[src/rtl/hier_node_dispatch_pkg.sv]
// ---------------------------------------------------------------------------
// hier_node_pkg: shared types and constants for the hierarchy-node dispatcher.
// Rev 1.0
// ---------------------------------------------------------------------------
`default_nettype none

package hier_node_pkg;

  localparam int         NUM_CHILD_DEF = 5;
  localparam int         DATA_W_DEF    = 32;
  localparam logic [2:0] RR_TAG        = 3'd7;

  typedef enum logic [0:0] {
    IDLE = 1'b0,
    HOLD = 1'b1
  } disp_state_t;

  typedef struct packed {
    logic [DATA_W_DEF-1:0] data;
    logic [2:0]            dest;
  } disp_item_t;

endpackage

`default_nettype wire

[src/rtl/hier_node_dispatch_if.sv]
// ---------------------------------------------------------------------------
// hier_node_dispatch_if: upstream stream plus per-child output channels.
// Rev 1.0
// ---------------------------------------------------------------------------
`default_nettype none

interface hier_node_dispatch_if #(
  parameter int DATA_W    = 32,
  parameter int NUM_CHILD = 5
);
  logic                 in_valid;
  logic                 in_ready;
  logic [DATA_W-1:0]    in_data;
  logic [2:0]           in_dest;
  logic [NUM_CHILD-1:0] out_valid;
  logic [NUM_CHILD-1:0] out_ready;
  logic [DATA_W-1:0]    out_data;

  modport slave (
    input  in_valid, in_data, in_dest, out_ready,
    output in_ready, out_valid, out_data
  );

  modport master (
    output in_valid, in_data, in_dest, out_ready,
    input  in_ready, out_valid, out_data
  );
endinterface

`default_nettype wire

[src/rtl/hier_node_dispatch_skid_buf.sv]
// ---------------------------------------------------------------------------
// hier_skid_buf: 2-entry fall-through buffer; an empty buffer presents the
// incoming item directly so the output stage can load it in the same cycle.
// Rev 1.0
// ---------------------------------------------------------------------------
`default_nettype none

module hier_skid_buf
  import hier_node_pkg::*;
#(
  parameter type ITEM_T = disp_item_t
) (
  input  logic  clk,
  input  logic  rst_n,
  input  logic  push_valid,
  output logic  push_ready,
  input  ITEM_T push_item,
  output logic  head_valid,
  output ITEM_T head_item,
  input  logic  pop
);

  ITEM_T      r_mem [2];
  logic [1:0] r_cnt;
  logic       r_wr_ptr;
  logic       r_rd_ptr;
  logic       w_empty;
  logic       w_write;
  logic       w_read;

  assign w_empty    = (r_cnt == 2'd0);
  assign push_ready = (r_cnt != 2'd2);
  assign head_valid = !w_empty || push_valid;
  assign head_item  = w_empty ? push_item : r_mem[r_rd_ptr];

  // An item popped while the buffer is empty bypasses storage entirely.
  assign w_write = push_valid && push_ready && !(w_empty && pop);
  assign w_read  = pop && !w_empty;

  always_ff @(posedge clk) begin
    if (w_write) begin
      r_mem[r_wr_ptr] <= push_item;
    end
  end

  always_ff @(posedge clk) begin
    if (!rst_n) begin
      r_cnt    <= 2'd0;
      r_wr_ptr <= 1'b0;
      r_rd_ptr <= 1'b0;
    end else begin
      if (w_write) r_wr_ptr <= !r_wr_ptr;
      if (w_read)  r_rd_ptr <= !r_rd_ptr;
      case ({w_write, w_read})
        2'b10:   r_cnt <= r_cnt + 2'd1;
        2'b01:   r_cnt <= r_cnt - 2'd1;
        default: r_cnt <= r_cnt;
      endcase
    end
  end

endmodule

`default_nettype wire

[src/rtl/hier_node_dispatch.sv]
// ---------------------------------------------------------------------------
// hier_node_dispatch: five-way tag/round-robin stream dispatcher with sticky
// drop flag; per-child counters built when HIER_DISPATCH_STATS_EN is defined.
// Rev 1.0
// ---------------------------------------------------------------------------
`default_nettype none

module hier_node_dispatch
  import hier_node_pkg::*;
#(
  parameter int DATA_W    = DATA_W_DEF,
  parameter int NUM_CHILD = NUM_CHILD_DEF
) (
  input  logic                   clk,
  input  logic                   rst_n,
  hier_node_dispatch_if.slave    bus,
  output logic                   drop_err,
  input  logic                   clr_err,
  output logic [16*NUM_CHILD-1:0] stat_cnt
);

  localparam logic [2:0] C_LAST_CHILD = 3'(NUM_CHILD - 1);

  typedef struct packed {
    logic [DATA_W-1:0] data;
    logic [2:0]        dest;
  } item_t;

  item_t                w_in_item;
  item_t                w_head;
  logic                 w_head_vld;
  disp_state_t          r_state;
  disp_state_t          w_state_nxt;
  logic [NUM_CHILD-1:0] r_out_valid;
  logic [DATA_W-1:0]    r_out_data;
  logic [2:0]           r_rr_ptr;
  logic [2:0]           w_rr_nxt;
  logic                 r_is_rr;
  logic                 r_drop_err;
  logic                 w_hs;
  logic                 w_legal;
  logic [2:0]           w_tgt;
  logic                 w_pop;
  logic                 w_load;
  logic                 w_drop;
  logic                 w_clear;

  assign w_in_item = {bus.in_data, bus.in_dest};

  hier_skid_buf #(.ITEM_T(item_t)) u_skid (
    .clk        (clk),
    .rst_n      (rst_n),
    .push_valid (bus.in_valid),
    .push_ready (bus.in_ready),
    .push_item  (w_in_item),
    .head_valid (w_head_vld),
    .head_item  (w_head),
    .pop        (w_pop)
  );

  assign w_hs = |(r_out_valid & bus.out_ready);

  // An RR item loaded on the handshake of a previous RR item sees the advanced pointer.
  assign w_rr_nxt = (w_hs && r_is_rr) ? ((r_rr_ptr == C_LAST_CHILD) ? 3'd0 : r_rr_ptr + 3'd1)
                                      : r_rr_ptr;
  assign w_tgt    = (w_head.dest == RR_TAG) ? w_rr_nxt : w_head.dest;
  assign w_legal  = (w_head.dest == RR_TAG) || (w_head.dest <= C_LAST_CHILD);

  always_ff @(posedge clk) begin
    if (!rst_n) r_state <= IDLE;
    else        r_state <= w_state_nxt;
  end

  always_comb begin
    w_state_nxt = r_state;
    case (r_state)
      IDLE:    if (w_head_vld && w_legal) w_state_nxt = HOLD;
      HOLD:    if (w_hs && !(w_head_vld && w_legal)) w_state_nxt = IDLE;
      default: w_state_nxt = IDLE;
    endcase
  end

  always_comb begin
    w_pop   = 1'b0;
    w_load  = 1'b0;
    w_drop  = 1'b0;
    w_clear = 1'b0;
    case (r_state)
      IDLE: begin
        w_pop  = w_head_vld;
        w_load = w_head_vld && w_legal;
        w_drop = w_head_vld && !w_legal;
      end
      HOLD: begin
        w_pop   = w_hs && w_head_vld;
        w_load  = w_hs && w_head_vld && w_legal;
        w_drop  = w_hs && w_head_vld && !w_legal;
        w_clear = w_hs && !(w_head_vld && w_legal);
      end
      default: w_clear = 1'b1;
    endcase
  end

  always_ff @(posedge clk) begin
    if (!rst_n) begin
      r_out_valid <= '0;
      r_out_data  <= '0;
      r_rr_ptr    <= 3'd0;
      r_is_rr     <= 1'b0;
      r_drop_err  <= 1'b0;
    end else begin
      r_rr_ptr <= w_rr_nxt;
      if (w_load) begin
        r_out_valid <= NUM_CHILD'(1) << w_tgt;
        r_out_data  <= w_head.data;
        r_is_rr     <= (w_head.dest == RR_TAG);
      end else if (w_clear) begin
        r_out_valid <= '0;
        r_is_rr     <= 1'b0;
      end
      if (w_drop)       r_drop_err <= 1'b1;
      else if (clr_err) r_drop_err <= 1'b0;
    end
  end

  assign bus.out_valid = r_out_valid;
  assign bus.out_data  = r_out_data;
  assign drop_err      = r_drop_err;

`ifdef HIER_DISPATCH_STATS_EN
  for (genvar i = 0; i < NUM_CHILD; i++) begin : g_stat
    logic [15:0] r_cnt;
    always_ff @(posedge clk) begin
      if (!rst_n) begin
        r_cnt <= 16'd0;
      end else if (r_out_valid[i] && bus.out_ready[i] && (r_cnt != 16'hFFFF)) begin
        r_cnt <= r_cnt + 16'd1;
      end
    end
    assign stat_cnt[16*i +: 16] = r_cnt;
  end
`else
  assign stat_cnt = '0;
`endif

endmodule

`default_nettype wire

[src/flat_wrapper.sv]
// flat-port wrapper written by rule: the top's interface ports become plain ports
module hier_node_dispatch_flat import hier_node_pkg::*;
#(
  parameter int DATA_W    = DATA_W_DEF,
  parameter int NUM_CHILD = NUM_CHILD_DEF
)
  (clk, rst_n, drop_err, clr_err, stat_cnt, bus_in_valid, bus_in_data, bus_in_dest, bus_out_ready, bus_in_ready, bus_out_valid, bus_out_data);
  hier_node_dispatch_if #(.DATA_W(DATA_W), .NUM_CHILD(NUM_CHILD)) bus_i ();
  input  logic clk;
  input  logic rst_n;
  output logic drop_err;
  input  logic clr_err;
  output logic [16*NUM_CHILD-1:0] stat_cnt;
  input wire logic [$bits(bus_i.in_valid)-1:0] bus_in_valid;
  input wire logic [$bits(bus_i.in_data)-1:0] bus_in_data;
  input wire logic [$bits(bus_i.in_dest)-1:0] bus_in_dest;
  input wire logic [$bits(bus_i.out_ready)-1:0] bus_out_ready;
  output wire logic [$bits(bus_i.in_ready)-1:0] bus_in_ready;
  output wire logic [$bits(bus_i.out_valid)-1:0] bus_out_valid;
  output wire logic [$bits(bus_i.out_data)-1:0] bus_out_data;
  assign bus_i.in_valid = bus_in_valid;
  assign bus_i.in_data = bus_in_data;
  assign bus_i.in_dest = bus_in_dest;
  assign bus_i.out_ready = bus_out_ready;
  assign bus_in_ready = bus_i.in_ready;
  assign bus_out_valid = bus_i.out_valid;
  assign bus_out_data = bus_i.out_data;
  hier_node_dispatch #(.DATA_W(DATA_W), .NUM_CHILD(NUM_CHILD)) u_core (.clk(clk), .rst_n(rst_n), .bus(bus_i), .drop_err(drop_err), .clr_err(clr_err), .stat_cnt(stat_cnt));
endmodule
[config.mk]
export PLATFORM = sky130hd
export DESIGN_NAME = hier_node_dispatch_flat
export DESIGN_NICKNAME = d
export VERILOG_FILES = /design/src/rtl/hier_node_dispatch_pkg.sv /design/src/rtl/hier_node_dispatch_if.sv /design/src/rtl/hier_node_dispatch_skid_buf.sv /design/src/rtl/hier_node_dispatch.sv /design/src/flat_wrapper.sv
export SDC_FILE = /design/constraint.sdc
export NUM_CORES = 1
export LEC_CHECK = 0
export CORE_AREA = 2 2 100 102
export DETAILED_ROUTE_END_ITERATION = 6
export DIE_AREA = 0 0 102 104
export DONT_BUFFER_PORTS = 1
export PLACE_DENSITY = 0.83
export SLEW_MARGIN = 10
export SYNTH_ARGS = -nofsm -noshare
export SYNTH_HDL_FRONTEND = slang
export SYNTH_SLANG_ARGS = --single-unit
[constraint.sdc]
create_clock -name clk -period 5.91 [get_ports clk]
set_input_delay 0.591 -clock clk [delete_from_list [all_inputs] [get_ports clk]]
set_output_delay 0.591 -clock clk [all_outputs]
set_load 0.01 [all_outputs]
==> flow_metrics.py <==
metrics = {
    "routing": {
        "drc": 0,
        "wl_per_cell_um": 15.9,
        "num_vias": 3104,
        "drt-total-wl_um": 9730,
        "via_per_inst": 5.08,
        "ant_nets": 0,
        "drtPass1Iterations": 4,
        "first_iter_violations": 190,
    },
    "yosys": {
        "synth_cells": 470,
        "yosysTopAreaCell": "edfxtp_1",
        "yosys-top-cells-area": "edfxtp_1 (39%), dfxtp_1 (18%), buf_4 (11%), mux2i_1 (7.0%), nand2_1 (4.7%)",
        "synth_cell_types": 39,
        "synth.most_common_cell": "buf_4",
        "syn_area_sq_um": 5400,
        "synth_flop_cell": "edfxtp_1",
        "synth-seq-cells": 118,
        "ys_seq_area_frac": 0.567,
        "syn_avg_cell_area_sq_um": 11.5,
        "synthTopCellsByCount": "buf_4 (81), edfxtp_1 (70), nand2_1 (68)",
        "yosysTopAreaCellShare": 0.389,
        "async_flop_share": 0,
        "yosys_warnings": 0,
        "synth_edf_count": 70,
    },
    "clock_tree": {
        "cts_made_buffers": 17,
        "cts_tree": "done",
        "cts_setup_buffers": 0,
        "post_cts_resized": 0,
        "hold_buffers": 0,
        "clock_latency_ps": 510,
        "clockRootBuffer": "clkbuf_8",
        "clk_pin_slew_ps": 60,
        "clk_path_buf_depth": 2,
        "cts.sinks": 118,
        "htree_levels": 4,
    },
    "run_status": {
        "outcome": "finished clean",
    },
    "worst_setup_path": {
        "crit_chain": "mux2i_1 -> a21oi_4 -> xnor2_1 -> a21o_1 -> and3_1 -> a22o_1",
        "cp_data_arrival_time_ps": 3980,
        "cp_max_fo": 35,
        "critical_path_class": "reg -> reg",
        "slowest_stage": "dfxtp_2",
        "startpoint_type": "register",
        "required_ps": 6360,
        "end_kind": "register",
        "r2r_slack_ps": 2390,
        "max_stage_delay_ps": 1060,
    },
    "run": {
        "maxCapViolations": 0,
    },
    "layout": {
        "multi_input_area_sq_um": 1920,
        "area_growth_pct": 5.88,
        "final_cell_area_sq_um": 5720,
        "fill_cells": 767,
        "nets": 512,
        "fin_util": 0.599,
        "drive_gt1_frac": 0.0753,
        "area.sequential_sq_um": 3060,
        "diodes": 0,
    },
    "placed_design": {
        "place_area_sq_um": 5180,
        "post-dp-hpwl_um": 6110,
        "place.gp.congestion": 0.884,
        "io_buffers": 0,
    },
    "global_route": {
        "grt_pass1_wl_um": 15300,
        "gr-total-overflow": 0,
        "grt_max_degree": 73,
        "track_usage": 0.191,
        "antenna_found_initial": 0,
        "grt_pass1_vias": 3082,
    },
    "power": {
        "vdd_ir_drop_max_mv": 0.358,
        "power.leakage_nw": 2.05,
        "power.density_nw_per_um2": 557,
    },
    "timing": {
        "drv_slew": 0,
        "period_share": 0.596,
        "hold_violations": 0,
        "relSlewSlack": 0.259,
        "tns_ps": 0,
        "rsz0062_at_grt": "no",
        "setup_viol": 0,
        "fin_crit_ps": 3520,
        "max_freq_mhz": 284,
        "finalClockSkew_ps": 9.14,
        "tightestPinTransition_ps": 1110,
    },
    "floorplan": {
        "pin_count": 163,
        "rows": 36,
        "die_y_um": 104,
        "die_w_um": 102,
        "core-area_sq_um": 9550,
        "dieArea_sq_um": 10600,
        "start_util": 0.566,
    },
    "hold_path": {
        "hold_class": "in -> reg",
    },
}
## critical path, delay by kind of cell, from the launching register on
family           cells  cell delay [ps]
AO/OA/AOI/OAI        3             1230
XOR/XNOR             1              390
flip-flops           1             1060
multiplexers         1              380
AND/OR/NAND/NOR      1              410
## report_power, final
| part | switching [mW] | internal [mW] |
|---|---|---|
| clock | 0.340 | 0.583 |
| combinational | 0.601 | 0.305 |
| sequential | 0.220 | 1.14 |
## per-layer routing
metal	global-route usage	vias up	part of all wire
li1	-	1501	-
met1	0.214	1458	0.38
met2	0.313	136	0.51
met3	0.0954	9	0.11
met4	0.0657	0	0.0096
met5	0	-	0
## cell type report
cell class / count / area share
Timing Repair Buffer: 1 / 0.00131
Clock inverter: 10 / 0.0138
Multi-Input combinational cell: 320 / 0.335
Clock buffer: 22 / 0.0809
Inverter: 7 / 0.00459
Sequential cell: 118 / 0.536
Tap cell: 133 / 0.0291
## cell usage in the layout (no fill, tap or decap), types with 4 or more instances in the layout
cell,count
conb_1,80
edfxtp_1,70
nand2_1,68
dfxtp_1,47
mux2i_1,38
o211ai_1,33
a21boi_1,30
clkbuf_16,16
and2_1,8
inv_1,7
o21ai_0,6
clkinv_2,6
nor2_1,5
nor3_1,5
a21boi_0,5
a21o_1,4
xnor2_1,4
clkbuf_8,4
## worst paths after layout
path	endpoint	cells after the start	startpoint
max	u_core.bus.out_valid[3]	6	register
min	u_core.u_skid.r_mem[1][33]	0	bus_in_data[30]
max reg2reg	u_core.bus.out_valid[3]	6	register
min reg2reg	u_core.r_is_rr	1	u_core.r_is_rr
## stage by stage
stage	hold WS (ps)	cells	worst slack, ps	total power [mW]
after floorplan	441	549	2460	2.12
after global placement	475	579	2420	2.24
after detailed placement	478	579	2370	2.27
after CTS	149	611	2340	3.20
after global routing	147	611	2120	3.38
final	175	611	2390	3.18
## state kept, by name, summed over array words and instances, names as in the netlist, named ones only
register,flops
u_core.u_skid.r_rd_ptr,1
u_core.r_state,1
u_core.r_is_rr,1
u_core.u_skid.r_mem,70
u_core.drop_err,1
u_core.bus.out_data,32
u_core.u_skid.r_wr_ptr,1
u_core.r_rr_ptr,3
u_core.bus.out_valid,5
u_core.u_skid.r_cnt,2
## logic make-up (layout without fill, tap and decap cells)
logic type               after synthesis  in the layout  synth area share
multiplexers                          38             38            0.0704
adder cells (fa/ha/maj)                3              3           0.00695
AO/OA/AOI/OAI                         96             96             0.132
buffers and inverters                111             40             0.138
AND/OR/NAND/NOR                       98             98            0.0769
flip-flops                           118            118             0.567
other                                  1             80          0.000694
XOR/XNOR                               5              5           0.00810
Power figures use the tool's default switching activity.
==> RTL change: new RTL, same settings <==
Change the package constant `NUM_CHILD_DEF` from 5 to 10.
--- a/src/rtl/hier_node_dispatch_pkg.sv
+++ b/src/rtl/hier_node_dispatch_pkg.sv
@@ -6,7 +6,7 @@
 
 package hier_node_pkg;
 
-  localparam int         NUM_CHILD_DEF = 5;
+  localparam int         NUM_CHILD_DEF = 10;
   localparam int         DATA_W_DEF    = 32;
   localparam logic [2:0] RR_TAG        = 3'd7;
 
Ports: changed (resized bus_out_ready, bus_out_valid and stat_cnt); port bits go from 163 to 253. The function was not compared with the original's and may differ.
==> RTL change against the original RTL <==
- wire length up 13%
- critical path depth unchanged
- area after synthesis rose by 14%
- power fell by 7.2%
- core utilization rose by 5.1 points
- sequential cell count rose by 3
- global-route usage increased by 2.1 points
- cell area is 8.6% higher
- via count up 15%
- combinational power down 21%
- clock power increased by 8.2%
- worst setup slack gained 0.31 ns
- sequential power down 9%
- count of clock-buffer cells in the layout fell by 4
- largest cell class unchanged
==> RTL change: results (changes against the original RTL) <==
* Status: finished, final reports clean
* Top area cells in the synthesized netlist: edfxtp_1 34%, buf_4 20%, dfxtp_1 17%
* Pre-CTS setup slack at 2.63 ns (+0.261 ns)
* Netlist cell types at 46 (+18%)
* Vias at 3569 (+15%)
* Largest stage delay, worst path at 1.08 ns (+0.02 ns)
* Most instantiated cells after synthesis: 166 x buf_4, 70 x edfxtp_1, 68 x nand2_1
* Xor-xnor portion of the synthesized cell area at 0.708% (-0.10 points)
* Startpoint of the worst hold path: bus_in_data[25]
* Met1 WL at 4.03 mm (+10%)
* Mux contribution to synthesized area at 5.67% (-1.4 points)
* Hold WS at 0.175 ns (-0.000137 ns)
* Syn Area/Cell at 10.8 µm² (-5.8%)
* CP arrival at 3.64 ns (-0.34 ns)
* Non-filler cells, final at 708 (+16%)
* Cell Area, Placed at 5630 µm² (+8.6%)
* Placer Congestion at 0.772 (-13%)
* Worst reg2reg endpoint: u_core.bus.out_data[8]$_SDFFE_PN0P_
* Placed cells at 676 (+17%)
* Net count, final at 612 (+20%)
* Fmax at 311 MHz (+9.6%)
* Worst Hold End: u_core.u_skid.r_mem[0][28]$_DFFE_PP_
* Post-route cell area at 6210 µm² (+8.6%)
* Met3 wire len at 883 µm (-16%)
* GR Util All Layers at 21.3% (+2.1 points)
* Vias in the first global route at 3483 (+13%)
* Pin count of the biggest net entering global routing at 54 (-26%)
* Clock skew at 0.00943 ns (+0.000283 ns)
* Share of layout cells above drive strength 1 at 7.48% (-0.053 points)
* Compound-Gate Fraction of Synth Area at 12.6% (-0.66 points)
* Initial DRC Count at 104 (-45%)
* First-pass GRT wire length at 17.5 mm (+14%)
* Worst Max-Slew Pin Slew at 1.15 ns (+0.0376 ns)
* Pleak at 2.32 nW (+13%)
* Wire per inst at 15.5 µm (-2.5%)
* Hpwl dp at 7.00 mm (+15%)
* Internal Power at 1.92 mW (-5.2%)
## RTL change: cell types whose count changed in the layout (fill, tap and decap cells not counted), moves of 4 or more
cell,before,now
clkinv_4,0,6
a21o_1,4,0
and2_1,8,4
clkinv_2,6,0
o21a_1,0,6
nand4_1,0,4
conb_1,80,162
o21ai_0,6,1
a21boi_1,30,40
inv_1,7,2
nand3_1,3,14
## RTL change: power by group through the flow
stage / clock (mW) / combinational [mW] / sequential (mW)
global route: 1.06 / 0.809 / 1.26
floorplan: 0 / 0.740 / 1.18
detailed placement: 0 / 0.714 / 1.26
CTS: 1.02 / 0.719 / 1.24
global placement: 0 / 0.693 / 1.25
finish: 0.999 / 0.719 / 1.24
## RTL change: worst max-delay path by stage
stage | from | to
after detailed placement | register | u_core.bus.out_data[8]$_SDFFE_PN0P_
after global placement | bus_out_ready[3] | u_core.u_skid.r_mem[0][28]$_DFFE_PP_
final | register | u_core.bus.out_data[8]$_SDFFE_PN0P_
after global routing | register | u_core.bus.out_data[8]$_SDFFE_PN0P_
after CTS | register | u_core.bus.out_data[8]$_SDFFE_PN0P_
after floorplan | bus_out_ready[3] | u_core.u_skid.r_mem[0][0]$_DFFE_PP_
## RTL change: routing by layer
metal	GRT usage, %	vias to the layer above
li1	-	1663
met1	23.5	1714
met2	36.0	173
met3	8.67	19
met4	8.29	0
met5	0	-
## RTL change: cell families after synthesis
group,after synthesis
AO/OA/AOI/OAI,102
adder cells (fa/ha/maj),1
AND/OR/NAND/NOR,114
buffers and inverters,192
XOR/XNOR,5
other,1
flip-flops,121
multiplexers,35
## RTL change: cell type report
class	instances	area share (%)
clock buffers	18	6.73
clock inverters	14	2.66
inverters	2	0.121
multi-input cells	419	37.4
flip-flops and latches	121	50.3
well taps	133	2.68
repair buffers	1	0.121
